`config.mk`:
```
export PLATFORM = sky130hd
export DESIGN_NAME = event_fifo_arbiter
export DESIGN_NICKNAME = d
export VERILOG_FILES = /design/src/rtl/event_arb_pkg.sv /design/src/rtl/event_fifo_arbiter_rr_pick.sv /design/src/rtl/event_fifo_arbiter.sv
export SDC_FILE = /design/constraint.sdc
export NUM_CORES = 1
export LEC_CHECK = 0
export BUFFER_PORTS_ARGS = -buffer_cell sky130_fd_sc_hd__buf_4
export CORE_UTILIZATION = 25
export CTS_CLUSTER_DIAMETER = 150
export DETAILED_ROUTE_END_ITERATION = 8
export GPL_TIMING_DRIVEN = 0
export PLACE_DENSITY = 0.53
export SLEW_MARGIN = 20
export SYNTH_ARGS = -nofsm -noshare
export SYNTH_HDL_FRONTEND = slang
export SYNTH_SLANG_ARGS = --single-unit
```
`constraint.sdc`:
```
create_clock -name clk -period 2 [get_ports clk]
set_input_delay 0 -clock clk [delete_from_list [all_inputs] [get_ports clk]]
set_output_delay 0 -clock clk [all_outputs]
set_load 0.01 [all_outputs]
```
`src/rtl/event_arb_pkg.sv`:
```
// Shared types and sizing helpers for the event FIFO write-side arbiter.
// EVENT_ARB_SOURCE_TAG_EN selects the tagged FIFO word (source id in the MSBs).
package event_arb_pkg;

  typedef enum logic {IDLE, BURST} arb_state_t;

`ifdef EVENT_ARB_SOURCE_TAG_EN
  localparam bit SOURCE_TAG_EN = 1'b1;
`else
  localparam bit SOURCE_TAG_EN = 1'b0;
`endif

  // Size of one FIFO word, so the FIFO instance and the arbiter always agree.
  function automatic int fifo_w(bit tag_en, int id_w, int ev_w);
    return tag_en ? id_w + ev_w : ev_w;
  endfunction

endpackage

```
`src/rtl/event_fifo_arbiter_rr_pick.sv`:
```
// Round-robin picker: rotates the valid vector so rr_ptr is at bit 0,
// priority-encodes the lowest set bit, and maps the result back to an index.
module rr_pick #(
  parameter int N = 4,
  parameter int W = $clog2(N)
) (
  input  logic [N-1:0] valid,
  input  logic [W-1:0] rr_ptr,
  output logic [W-1:0] idx,
  output logic         any
);

  localparam int WP = W + 1;

  logic [N-1:0] rot;
  logic [W-1:0] offs;
  logic [W:0]   sum;

  always_comb begin
    // NOTE: every signal gets a default before any branch so no latch is inferred.
    rot  = N'({valid, valid} >> rr_ptr);
    offs = '0;
    for (int k = N - 1; k >= 0; k--) begin
      if (rot[k]) offs = W'(k);
    end
    sum = {1'b0, rr_ptr} + {1'b0, offs};
    if (sum >= WP'(N)) sum = sum - WP'(N);
    idx = sum[W-1:0];
    any = |valid;
  end

endmodule

```
`src/rtl/event_fifo_arbiter.sv`:
```
// Round-robin, burst-bounded arbiter sharing one event FIFO write port among N_REQ producers.
// Build option EVENT_ARB_SOURCE_TAG_EN prefixes each written event with the grantee id.
module event_fifo_arbiter
  import event_arb_pkg::*;
#(
  parameter  int N_REQ       = 4,
  parameter  int EVENT_WIDTH = 8,
  parameter  int MAX_BURST   = 8,
  localparam int ID_WIDTH    = $clog2(N_REQ),
  localparam int FIFO_W      = fifo_w(SOURCE_TAG_EN, ID_WIDTH, EVENT_WIDTH)
) (
  input  logic                         clk,
  input  logic                         rst,
  input  logic [N_REQ-1:0]             req_valid,
  input  logic [N_REQ-1:0]             req_last,
  input  logic [N_REQ*EVENT_WIDTH-1:0] req_data,
  output logic [N_REQ-1:0]             req_ready,
  input  logic                         fifo_full,
  output logic                         fifo_write_en,
  output logic [FIFO_W-1:0]            fifo_write_data,
  output logic                         grant_valid,
  output logic [ID_WIDTH-1:0]          grant_id
);

  localparam int CNT_W = $clog2(MAX_BURST + 1);

  arb_state_t          state_q, state_d;
  logic [ID_WIDTH-1:0] rr_ptr_q, rr_ptr_d;
  logic [ID_WIDTH-1:0] grant_id_q, grant_id_d;
  logic [CNT_W-1:0]    beat_cnt_q, beat_cnt_d;

  logic [ID_WIDTH-1:0]    pick_idx;
  logic                   pick_any;
  logic                   in_burst, cur_valid, cur_last, accept, release_grant;
  logic [EVENT_WIDTH-1:0] cur_data;

  rr_pick #(.N(N_REQ), .W(ID_WIDTH)) u_rr_pick (
    .valid  (req_valid),
    .rr_ptr (rr_ptr_q),
    .idx    (pick_idx),
    .any    (pick_any)
  );

  // Reset also masks the handshake so an in-flight beat is never written on the reset edge.
  always_comb begin
    in_burst      = (state_q == BURST) && !rst;
    cur_valid     = req_valid[grant_id_q];
    cur_last      = req_last[grant_id_q];
    cur_data      = req_data[grant_id_q*EVENT_WIDTH +: EVENT_WIDTH];
    accept        = in_burst && cur_valid && !fifo_full;
    release_grant = in_burst &&
                    ((accept && (cur_last || beat_cnt_q == CNT_W'(MAX_BURST - 1))) || !cur_valid);
    req_ready     = '0;
    if (in_burst && !fifo_full) req_ready[grant_id_q] = 1'b1;
    fifo_write_en = accept;
  end

`ifdef EVENT_ARB_SOURCE_TAG_EN
  assign fifo_write_data = {grant_id_q, cur_data};
`else
  assign fifo_write_data = cur_data;
`endif

  always_comb begin
    state_d    = state_q;
    rr_ptr_d   = rr_ptr_q;
    grant_id_d = grant_id_q;
    beat_cnt_d = beat_cnt_q;
    case (state_q)
      IDLE: begin
        if (pick_any) begin
          grant_id_d = pick_idx;
          beat_cnt_d = '0;
          state_d    = BURST;
        end
      end
      BURST: begin
        if (accept) beat_cnt_d = beat_cnt_q + 1'b1;
        if (release_grant) begin
          state_d  = IDLE;
          rr_ptr_d = (grant_id_q == ID_WIDTH'(N_REQ - 1)) ? '0 : grant_id_q + 1'b1;
        end
      end
      default: state_d = IDLE;
    endcase
  end

  // NOTE: state registers use non-blocking assignments so every flop samples pre-edge values.
  always_ff @(posedge clk) begin
    if (rst) begin
      state_q    <= IDLE;
      rr_ptr_q   <= '0;
      grant_id_q <= '0;
      beat_cnt_q <= '0;
    end else begin
      state_q    <= state_d;
      rr_ptr_q   <= rr_ptr_d;
      grant_id_q <= grant_id_d;
      beat_cnt_q <= beat_cnt_d;
    end
  end

  assign grant_valid = (state_q == BURST);
  assign grant_id    = grant_id_q;

  // A stalled grantee must keep its beat unchanged until it is accepted or withdrawn.
  property p_stall_stable;
    @(posedge clk) disable iff (rst)
      (state_q == BURST && cur_valid && fifo_full) |=>
        (!cur_valid || ($stable(cur_data) && $stable(cur_last)));
  endproperty
  a_stall_stable: assert property (p_stall_stable);

endmodule

```
==> results.md <==
- Vias: ~1,100
- Hold_buf cts: 0
- CTS buffer count: 3
- Asr flop ratio synth: 0%
- Comb pwr share: a little under three fifths
- DRC: 0
- Number of global-route vias before repair: 1,137
- Sequential cell area fraction in the yosys report: between 10% and 20%
- Initial Util: 26.1%
- Leak Pwr: 0.686 nW
- Fmax: 529 MHz
- Status: complete, no violations
- Place WS: between 70 and 80 ps
- Clock power frac: 20.6%
- Sequential share of power: 23.1%
- Arr. time, crit path: 2020 ps
- Worst Skew: 3.29 ps
- Net Sw Frac: 33.9%
- Layout fillers: 390
- Die Y-Extent: 66.7 um
- Syn Area/Cell: 10.1 sq um
- Syn Inst Count: between 100 and 150
- Synthesis-stage register bit count: 9
- Hold WC Path Type: primary input to flop
- Gp weighted congestion: approximately 0.76
- Switching pwr: 0.000344 W
- GRT overflow: 0
- Synthesized area: 0.00105 sq mm
- H-tree Lvls: 1
- CP Class: flop to flop
- Yosys Warn Count: 0
- Final hold slack: 128 ps
- Die W: 66.7 um
- P_int: around 0.00067 W
- Critical Path Sink Type: flop
- Clock transition at path regs: roughly 50 ps
- Synthesized Nets: between 150 and 200
- Post-route setup slack: ~110 ps
- Die area: 0.00445 sq mm
- Synthesis-to-layout area growth: 53.5%
- EDFF count, synth: 0
- Iteration-0 DRC Markers: 28
- Fin Setup TNS: 0 ps
- Ys flop type: dfxtp_1
- First-pass GRT wire length: 4.89 mm
- Total track usage: 14.3%
- Wirelength per Cell: 14.0 um
- WL final: 3.03 mm
- CTS max path bufs: 2
- Final hold violation count: 0
- Drt pass-1 iters: 4
- Max-slew headroom: 61.5%
- Final Max Tran Viols: 0
- Period utilization: 94.5%
- Area occupied by registers: 183 sq um
- CP Max Fanout: 10
- Nets@finish: 216
- Num ports: 59
- Clk_lat worst skew: 230 ps
- Area occupied by multi-input gates: 747 sq um
- Vias per inst: 5.17
- Sink Count: 9
- Diode count: 0
- Dpl hpwl: 2.49 mm
- CTS tree: done
- Clock root cell: clkbuf_8
- Final Instance Count excl. Fillers: 216
- Port buffer count: 58
- Maximum VDD drop: 0.000187 V
- Layout cells sized above 1: 55.4%
- Rows: 23
- Tightest Pin Transition: 573 ps
- Cell variety after synth: 42
- Unrepaired setup endpoints after global routing: no
- DP Cell Count: 212
- Largest net degree at the start of global routing: 11
- Core area: 0.00400 sq mm
- Initial antenna violation count: 0
- Startpoint class of the critical path: flop
- Min Tclk post-route: 1890 ps
- Setup bufs post-CTS: 0
- Gates resized, CTS repair: 0
- Final setup viols: 0
- Req. time, crit path: ~2100 ps
- Power per Cell Area: 632 mW/mm^2
- Routed Antenna Nets: 0
- Max Cap Viol: 0
-- kinds of logic (layout without fill, tap and decap cells) --
family / Yosys count / in the layout / share of synthesized area, %
AOI/OAI and AO/OA: 27 / 27 / 19.1
muxes: 12 / 12 / 23.9
xor gates and xnor gates: 2 / 2 / 1.67
adders and majority gates: 6 / 6 / 7.18
and+or+nand+nor: 31 / 31 / 18.3
buffers and inverters: 17 / 79 / 12.6
DFF: 9 / 9 / 17.2
-- worst paths after layout --
path	startpoint	depth (start not counted)	endpoint	slack (ps)
worst max register to register	rr_ptr_q[0]	6	grant_id[1]	110
worst min register to register	beat_cnt_q[3]	2	beat_cnt_q[3]	560
worst max-delay path	rr_ptr_q[0]	6	grant_id[1]	110
worst min-delay path	rst	3	grant_id[1]	130
-- flip-flops by register name, indices dropped and copies added, names as in the netlist --
register	flops
grant_valid	1
grant_id	2
beat_cnt_q	4
rr_ptr_q	2
-- cell usage after synthesis, types with 2 or more instances --
master | count | share of area, %
o211ai_1 | 4 | 2.9
a21oi_1 | 3 | 1.4
inv_1 | 8 | 2.9
mux2_2 | 2 | 2.2
and2_1 | 4 | 2.4
o31ai_1 | 2 | 1.4
ha_1 | 6 | 7.2
nor3_1 | 3 | 1.4
a31oi_1 | 2 | 1.2
dfxtp_1 | 9 | 17
nor3b_1 | 3 | 2.2
o32a_1 | 2 | 1.9
nand2_1 | 2 | 0.72
nand3_1 | 2 | 0.96
mux4_2 | 9 | 19
o21ai_0 | 4 | 1.9
buf_6 | 3 | 3.2
nor2_1 | 7 | 2.5
xor2_1 | 2 | 1.7
clkbuf_8 | 4 | 5.3
nand4b_1 | 2 | 1.7
-- metal layers --
metal	part of all wire, %	vias to the layer above	GRT usage [%]	routed length (um)
li1	-	531	-	-
met1	38	530	15.6	1160
met2	50	52	26.9	1520
met3	11	4	3.77	327
met4	0.79	0	3.72	24
met5	0	-	0	0
-- metrics by stage --
step                      power (W)  util [%]  instance area (sq um)
final                       0.00101      40.1                   1610
after global routing        0.00111      40.1                   1610
after CTS                   0.00101      39.7                   1590
after detailed placement   0.000806      38.6                   1540
after global placement     0.000801      38.6                   1540
after floorplan            0.000583         -                   1050
-- worst max-delay path, cell delays in order (launching register included) --
cell and delay, ps:
dfxtp_2 330, buf_8 130, or4_2 670, o2111ai_2 90, ha_2 200, o211ai_1 100, a311oi_1 280
-- power groups by stage --
stage | Clock, W | Combinational, W | Sequential (W)
floorplan | 0 | 0.000349 | 0.000233
global placement | 0 | 0.000565 | 0.000236
detailed placement | 0 | 0.000570 | 0.000236
CTS | 0.000211 | 0.000571 | 0.000232
global route | 0.000228 | 0.000638 | 0.000240
finish | 0.000208 | 0.000571 | 0.000234
-- layout by cell type, fill, tap and decap left out, types with 4 or more instances in the layout --
cell type,n
nor2_1,7
dfxtp_1,7
o21ai_0,4
buf_4,59
mux4_2,9
o211ai_1,4
clkbuf_8,6
ha_1,5
and2_1,4
inv_1,8
-- final cells by class --
cell class	instances	area share (%)
Multi-Input combinational cell	78	46.5
Timing Repair Buffer	58	27.1
Sequential cell	9	11.4
Buffer	9	6.39
Tap cell	50	3.90
Clock buffer	4	2.81
Inverter	8	1.87
Power figures use the tool's default switching activity.
